### config.mk
export PLATFORM = sky130hd
export DESIGN_NAME = decode_stage
export DESIGN_NICKNAME = d
export VERILOG_FILES = /design/src/rtl/decode_pkg.sv /design/src/rtl/decode_stage_scoreboard.sv /design/src/rtl/decode_stage.sv
export SDC_FILE = /design/constraint.sdc
export NUM_CORES = 1
export LEC_CHECK = 0
export ABC_CLOCK_PERIOD_IN_PS = 1450
export CAP_MARGIN = 40
export CORE_ASPECT_RATIO = 0.75
export CORE_MARGIN = 2
export CORE_UTILIZATION = 44
export DETAILED_ROUTE_END_ITERATION = 10
export GPL_TIMING_DRIVEN = 0
export PLACE_DENSITY = 0.8
export SKIP_LAST_GASP = 1
export SYNTH_ARGS = -nofsm -noshare
export SYNTH_HDL_FRONTEND = slang
export SYNTH_HIERARCHICAL = 1
export SYNTH_SLANG_ARGS = --single-unit
### constraint.sdc
create_clock -name clk -period 1.45 [get_ports clk]
set_input_delay 0.2175 -clock clk [delete_from_list [all_inputs] [get_ports clk]]
set_output_delay 0.2175 -clock clk [all_outputs]
set_load 0.02 [all_outputs]
### src/rtl/decode_pkg.sv
// decode_pkg: opcode constants, ALU operation encodings, the decoded-bundle
// struct and the pure combinational RV32I decode helper shared by the stage.
package decode_pkg;

  localparam logic [6:0] OPC_OP     = 7'b0110011;
  localparam logic [6:0] OPC_OP_IMM = 7'b0010011;
  localparam logic [6:0] OPC_LUI    = 7'b0110111;

  // Width of the alu_op field carried inside the bundle; the stage output is
  // resized to its ALU_OP_W parameter.
  localparam int ALU_OP_PKG_W = 4;

  // ALU operation codes are {funct7[5], funct3}.
  typedef enum logic [ALU_OP_PKG_W-1:0] {
    ALU_ADD  = 4'b0000,
    ALU_SLL  = 4'b0001,
    ALU_SLT  = 4'b0010,
    ALU_SLTU = 4'b0011,
    ALU_XOR  = 4'b0100,
    ALU_SRL  = 4'b0101,
    ALU_OR   = 4'b0110,
    ALU_AND  = 4'b0111,
    ALU_SUB  = 4'b1000,
    ALU_SRA  = 4'b1101
  } alu_op_e;

  typedef struct packed {
    logic [4:0]              rs1;
    logic [4:0]              rs2;
    logic [4:0]              rd;
    logic                    reg_write;
    logic [31:0]             imm;
    logic [ALU_OP_PKG_W-1:0] alu_op;
    logic                    use_imm;
    logic                    illegal;
  } decode_bundle_t;

  // Unused source fields are left at 0 so x0 can never raise a hazard.
  function automatic decode_bundle_t decode_instr(input logic [31:0] instr);
    decode_bundle_t b;
    b = '0;
    case (instr[6:0])
      OPC_OP: begin
        b.rs1       = instr[19:15];
        b.rs2       = instr[24:20];
        b.rd        = instr[11:7];
        b.alu_op    = {instr[30], instr[14:12]};
        b.reg_write = 1'b1;
      end
      OPC_OP_IMM: begin
        b.rs1       = instr[19:15];
        b.rd        = instr[11:7];
        b.imm       = {{20{instr[31]}}, instr[31:20]};
        b.alu_op    = {(instr[14:12] == 3'b101) & instr[30], instr[14:12]};
        b.use_imm   = 1'b1;
        b.reg_write = 1'b1;
      end
      OPC_LUI: begin
        b.rd        = instr[11:7];
        b.imm       = {instr[31:12], 12'b0};
        b.alu_op    = ALU_ADD;
        b.use_imm   = 1'b1;
        b.reg_write = 1'b1;
      end
      default: begin
        b.illegal = 1'b1;
      end
    endcase
    if (b.rd == 5'd0) b.reg_write = 1'b0;
    return b;
  endfunction

endpackage

### src/rtl/decode_stage_scoreboard.sv
// decode_scoreboard: busy bit per architectural register. One set port
// (issue), one clear port (writeback retire) and two lookup ports.
// A coincident set and clear of the same bit leaves it set; bit 0 is never set.
module decode_scoreboard
  import decode_pkg::*;
#(
  parameter int NUM_REGS = 32
) (
  input  logic       clk,
  input  logic       reset,
  input  logic       set_en_i,
  input  logic [4:0] set_rd_i,
  input  logic       clr_en_i,
  input  logic [4:0] clr_rd_i,
  input  logic [4:0] look_a_i,
  input  logic [4:0] look_b_i,
  output logic       busy_a_o,
  output logic       busy_b_o
);

  logic [NUM_REGS-1:0] busy_q, busy_d;

  // Next busy vector: clear first, then set, so a set wins on a collision.
  always_comb begin
    busy_d = busy_q;
    for (int i = 1; i < NUM_REGS; i++) begin
      if (clr_en_i && (clr_rd_i == 5'(i))) busy_d[i] = 1'b0;
      if (set_en_i && (set_rd_i == 5'(i))) busy_d[i] = 1'b1;
    end
    busy_d[0] = 1'b0;
  end

  // Lookups see registered state only; no bypass of a same-cycle clear.
  always_comb begin
    busy_a_o = 1'b0;
    busy_b_o = 1'b0;
    for (int i = 0; i < NUM_REGS; i++) begin
      if (look_a_i == 5'(i)) busy_a_o = busy_q[i];
      if (look_b_i == 5'(i)) busy_b_o = busy_q[i];
    end
  end

  // Busy vector register.
  always_ff @(posedge clk or posedge reset) begin
    if (reset) busy_q <= '0;
    else       busy_q <= busy_d;
  end

endmodule

### src/rtl/decode_stage.sv
// decode_stage: single-entry RV32I decode (OP, OP-IMM, LUI) with a
// valid/ready handshake on both sides and a one-cycle registered output.
// Build option DECODE_SCOREBOARD_EN adds a register busy scoreboard that
// stalls instructions reading a register with a pending write.
module decode_stage
  import decode_pkg::*;
#(
  parameter int NUM_REGS = 32,
  parameter int ALU_OP_W = 4
) (
  input  logic                clk,
  input  logic                reset,
  input  logic                in_valid,
  output logic                in_ready,
  input  logic [31:0]         instr,
  output logic                out_valid,
  input  logic                out_ready,
  output logic [4:0]          out_rs1,
  output logic [4:0]          out_rs2,
  output logic [4:0]          out_rd,
  output logic                out_reg_write,
  output logic [31:0]         out_imm,
  output logic [ALU_OP_W-1:0] out_alu_op,
  output logic                out_use_imm,
  output logic                out_illegal,
  input  logic                wb_valid,
  input  logic [4:0]          wb_rd
);

  decode_bundle_t dec;
  decode_bundle_t bundle_q;
  logic           out_valid_q;
  logic           hazard;
  logic           xfer;

  assign dec = decode_instr(instr);

`ifdef DECODE_SCOREBOARD_EN
  logic busy_a, busy_b;

  decode_scoreboard #(.NUM_REGS(NUM_REGS)) u_scoreboard (
    .clk      (clk),
    .reset    (reset),
    .set_en_i (xfer && dec.reg_write),
    .set_rd_i (dec.rd),
    .clr_en_i (wb_valid),
    .clr_rd_i (wb_rd),
    .look_a_i (dec.rs1),
    .look_b_i (dec.rs2),
    .busy_a_o (busy_a),
    .busy_b_o (busy_b)
  );

  assign hazard = busy_a | busy_b;
`else
  // Writeback notifications are meaningless without the scoreboard.
  logic unused_wb;
  localparam int unused_num_regs = NUM_REGS;
  assign unused_wb = ^{wb_valid, wb_rd};
  assign hazard    = 1'b0;
`endif

  assign in_ready = !reset && (!out_valid_q || out_ready) && !hazard;
  assign xfer     = in_valid && in_ready;

  // Output register: load on transfer, drop valid once consumed, else hold.
  always_ff @(posedge clk or posedge reset) begin
    if (reset) begin
      out_valid_q <= 1'b0;
      bundle_q    <= '0;
    end else if (xfer) begin
      out_valid_q <= 1'b1;
      bundle_q    <= dec;
    end else if (out_ready) begin
      out_valid_q <= 1'b0;
    end
  end

  assign out_valid     = out_valid_q;
  assign out_rs1       = bundle_q.rs1;
  assign out_rs2       = bundle_q.rs2;
  assign out_rd        = bundle_q.rd;
  assign out_reg_write = bundle_q.reg_write;
  assign out_imm       = bundle_q.imm;
  assign out_alu_op    = ALU_OP_W'(bundle_q.alu_op);
  assign out_use_imm   = bundle_q.use_imm;
  assign out_illegal   = bundle_q.illegal;

endmodule

After elaboration in Yosys (flattened, before gate mapping). Index checks and enable logic that the tools add are counted.

Equal/unequal tests: 4. Multiplexer cells: 10. Bitwise operators: 1. Reduce and logical (&&, ||, !) cells: 10.

Operator list (number): case mux 32 bit (2 select lines) (1); == test 7 x 6 -> 1 bit, second input constant (2); 2-to-1 mux 5 bit (2); case mux 4 bit (2 select lines) (1); == test 7 x 5 -> 1 bit, second input constant (1); 2-to-1 mux 6 bit (1); logical NOT 5 bit (1); 2-to-1 mux 1 bit (5); OR reduction 2 bit (2); == test 3 bit, second input constant (1); OR reduction 3 bit (1); logical AND 1 bit (2); logical NOT 1 bit (2); nonzero test 2 bit (1); bitwise AND 1 bit (1); logical OR 1 bit (1).

Bits in registers: 55. Input port bits: 42. Output and inout bits: 56. Word-level logic and storage cells: 34.

Depth between registers and ports, before layout.
Word-level depth: 5. Mapped depth: 5. Gate-level depth less buffers: 3.

Worst setup path after synthesis. No wires, ideal clock.

Path type: in2reg. Start point: in reset. End point: reg bundle_q (netlist bit out_rs2[0]). Library setup time: 0.080 ns. Data arrival time: 1.577 ns. Required time: 1.370 ns. Path slack: -0.207 ns. Stages on the path: 4. Path buffers: 1. Cell sequence: inv_1 > buf_2 > nand4_1 > o2bb2ai_1.

Cells in the longest elaborated chain, start to end: 3.

RTL lines: start, declared (RTL line decode_stage.sv:12) `input logic reset,`; logical NOT 1 bit (no line); logical AND 1 bit (RTL line decode_stage.sv:63) `assign in_ready = !reset && (!out_valid_q || out_ready) && !hazard;`; logical AND 1 bit (RTL line decode_stage.sv:64) `assign xfer = in_valid && in_ready;`; end signal, assigned (RTL line decode_stage.sv:70) `bundle_q <= '0;`; end signal, assigned (RTL line decode_stage.sv:73) `bundle_q <= dec;`; end, declared (RTL line decode_stage.sv:31) `decode_bundle_t bundle_q;`.

Every way passes these cells. A chain may end at the register's enable or synchronous reset.

Final worst setup path.
Start point: in reset. End point: out in_ready.

Cells in the longest elaborated chain, start to end: 2.

RTL lines: logical NOT 1 bit (no line); logical AND 1 bit (RTL line decode_stage.sv:63); end, declared (RTL line decode_stage.sv:14) `output logic in_ready,`.

Every way passes these cells.

==> reports/metrics.csv <==
stage;metric;value;unit
routing;Post-DRT Antenna Nets;0;
timing;Slew Limit Fails;0;
critical_path;slowest stage delay, CP;490;ps
synthesis;number of unique standard cell types used by synthesis;32;
synthesis;synthesized cell area;2605;sq um
routing;routed len/inst;18.64;um
routing;routed vias;2552;
timing;Final Hold Viols;0;
worst_hold_path;worst hold stages;3;
floorplanning;FP Rows;24;
critical_path;CP endpoint kind;primary output;
worst_hold_path;hold endpoint;out_imm[4]$_DFFE_PP0P_;
placement;Buffers on Ports;91;
placement;dpl ws;-746.8;ps
routing;final wirelength;7960;um
pwr;Leak;1.858;nW
critical_path;r2r startpoint;out_valid$_DFFE_PP0P_;
clock_network;clk slew on worst S/H paths;100;ps
routing;initial drt markers;180;
critical_path;Reg2Reg Setup Slack;50;ps
clock_network;cts hold-fix bufs;0;
layout;Antenna diodes;0;
layout;Finished Cell Area;3851;sq um
critical_path;worst path cell trace;clkdlybuf4s50_1, buf_4, buf_6, nor2_4, buf_6;
layout;Final #Nets;390;
layout;share of cells above drive strength 1;0.1691;
synthesis;post-synthesis cell count;241;
global_route;largest net degree at the start of global routing;65;
clock_network;TritonCTS buffer count;5;
routing;post-DR vias/cell;5.977;
placement;GP Congestion;0.8914;
worst_hold_path;min-delay src;in_valid;
floorplanning;die area;6558;sq um
clock_network;htree depth;2;
layout;multi-input logic area;1107;sq um
routing;drt drc;0;
global_route;GRT Total Usage;0.2465;
critical_path;cell type of the slowest stage on the worst timing path;clkdlybuf4s50_1;
pwr;total power;0.003122;W
job;max-cap violations;0;
synthesis;dominant synthesized flop cell;dfrtp_1;
timing;min Tclk post-route;1446;ps
critical_path;CP arrival;1230;ps
timing;Final Skew;4.598;ps
global_route;initial antenna violation count;0;
critical_path;CP delay by family, top;buffers and inverters;
clock_network;CTS tree;done;
global_route;gr ovfl total;0;
synthesis;syn nets;283;
synthesis;Syn Area/Cell;10.81;sq um
synthesis;Synth area leader;dfrtp_1;
worst_hold_path;Hold Crit Class;in2reg;
clock_network;Max clock buf depth;2;
floorplanning;Initial Util;0.4518;
floorplanning;Die Ht;70.64;um
clock_network;worst skew pair latency;310;ps
floorplanning;die width;92.85;um
routing;Pre-antenna DRT Iters;4;
synthesis;top post-synthesis cells by area;dfrtp_1 (53%), o31ai_1 (16%), o2bb2ai_1 (5.7%), nand4_1 (4.1%), a21oi_1 (3.7%);
critical_path;Worst path most repeated cell;buf_6;
timing;Slew Limit Headroom;0.6892;
critical_path;r2r endpoint;out_alu_op[3]$_DFFE_PP0P_;
global_route;number of global-route vias before repair;2537;
critical_path;Worst setup SP type;input port;
timing;f_max;691.4;MHz
timing;Final WS setup;3.755;ps
placement;DP HPWL;5604;um
timing;final period utilization;0.9974;
clock_network;root buf cell;clkbuf_8;
layout;Layout fillers;461;
floorplanning;core area;5766;sq um
placement;Placed Area;3618;sq um
critical_path;Worst Path Required;1230;ps
pwr;PwrDens;810.6;nW/um^2
critical_path;Crit Path Class;in2out;
synthesis;Synthesis Warnings;6;
synthesis;Synth Register Bits;55;
synthesis;asr flop ratio synth;1.000;
layout;FF/Latch Area;1376;sq um
critical_path;worst-path fanout max;10;
layout;post-layout util;0.6680;
outcome;status;finished clean;
synthesis;Seq/Total Area, Yosys;0.5283;
critical_path;buffer and inverter count on the worst path;4;
floorplanning;Top Ports;98;
clock_network;Clock Sinks;55;
synthesis;EDFF count, synth;0;
timing;RSZ-0062 raised after global routing;true;
pwr;worst vdd ir;0.4880;mV
critical_path;reg2reg path depth;5;
layout;Syn-to-layout area delta;47.84;%
timing;final setup vio count;0;
global_route;first-pass GRT wire length;13010;um
timing;worst slew pin tran;466.2;ps
layout;Non-Filler Instances;427;
synthesis;Synth top area share;0.5283;
placement;DP Cell Count;410;
what timing repair did:
action,4_1_cts,5_1_grt
endpoints found under the setup margin,80,32
gates cloned,0,1
gates resized for setup,72,23
setup buffers,3,6
worst register-to-register path, cell delays in order, from the launching register on:
cell      delay (ps)
dfrtp_1          390
buf_4            140
nand2b_2         120
nand3_4          160
buf_4            190
o41ai_2          300
cell type report:
type / instances / area share
clock buffers: 6 / 0.02144
clock inverters: 2 / 0.009097
plain buffers: 27 / 0.05621
well taps: 78 / 0.02534
multi-input cells: 155 / 0.2875
inverters: 3 / 0.002924
repair buffers: 101 / 0.2401
flip-flops and latches: 55 / 0.3574
power breakdown:
group | total [W] | internal [W] | switching, W
clock network | 0.00106 | 0.000560 | 0.000499
logic | 0.000504 | 0.000213 | 0.000291
registers | 0.00156 | 0.00155 | 0.00000998
total | 0.00312 | 0.00232 | 0.000800
flip-flops by register name, summed over array words and instances (netlist names), 4 cells and up:
register    flops
out_rd          5
out_rs1         5
out_alu_op      4
out_imm        32
out_rs2         5
Yosys cell counts (all sizes together) (2+ instances only):
| cell | number |
|---|---|
| dfrtp | 55 |
| nand2b | 2 |
| nor2 | 4 |
| a21oi | 19 |
| buf | 23 |
| nand4 | 17 |
| nand3 | 13 |
| nand2 | 2 |
| inv | 2 |
| o21ai | 16 |
| o31ai | 56 |
| clkbuf | 5 |
| o2bb2ai | 17 |
per-stage QoR:
step	setup TNS, ps	hold WS, ps
2_1_floorplan	0	311.8
3_3_place_gp	-16910	474.7
3_5_place_dp	-19320	474.1
4_1_cts	-186.9	494.8
5_1_grt	-258.1	374.5
6_report	0	347.8
layout by cell type, fill, tap and decap left out, types with 2 or more instances in the layout:
| master | n |
|---|---|
| a21oi_1 | 19 |
| buf_1 | 2 |
| buf_2 | 12 |
| buf_4 | 11 |
| buf_6 | 8 |
| clkbuf_16 | 2 |
| clkbuf_8 | 6 |
| clkdlybuf4s50_1 | 34 |
| dfrtp_1 | 55 |
| dlygate4sd2_1 | 55 |
| nand3_1 | 12 |
| nand4_1 | 17 |
| nor2_1 | 2 |
| o21ai_0 | 16 |
| o2bb2ai_1 | 17 |
| o31ai_1 | 50 |
| o31ai_2 | 6 |
kinds of logic after synthesis:
group / Yosys count / synth area share
buf+inv: 31 / 0.06388
flops: 55 / 0.5283
mux: 1 / 0.004322
simple gates: 44 / 0.1066
compound gates: 110 / 0.2968
worst max path at each step:
stage	start	endpoint	depth (start not counted)
final	reset	in_ready	5
after global routing	reset	out_alu_op[2]$_DFFE_PP0P_	5
after CTS	reset	in_ready	5
after detailed placement	out_ready	in_ready	6
after global placement	reset	in_ready	5
after floorplan	out_valid$_DFFE_PP0P_	in_ready	4
routing by layer:
metal,vias up,routed length [um],global-route usage
met5,-,0,0
met1,1270,3488,0.3557
met2,112,3758,0.3986
met4,0,116,0.04248
li1,1156,-,-
met3,14,596,0.04686
No activity file was read; power rests on OpenSTA's default activity.
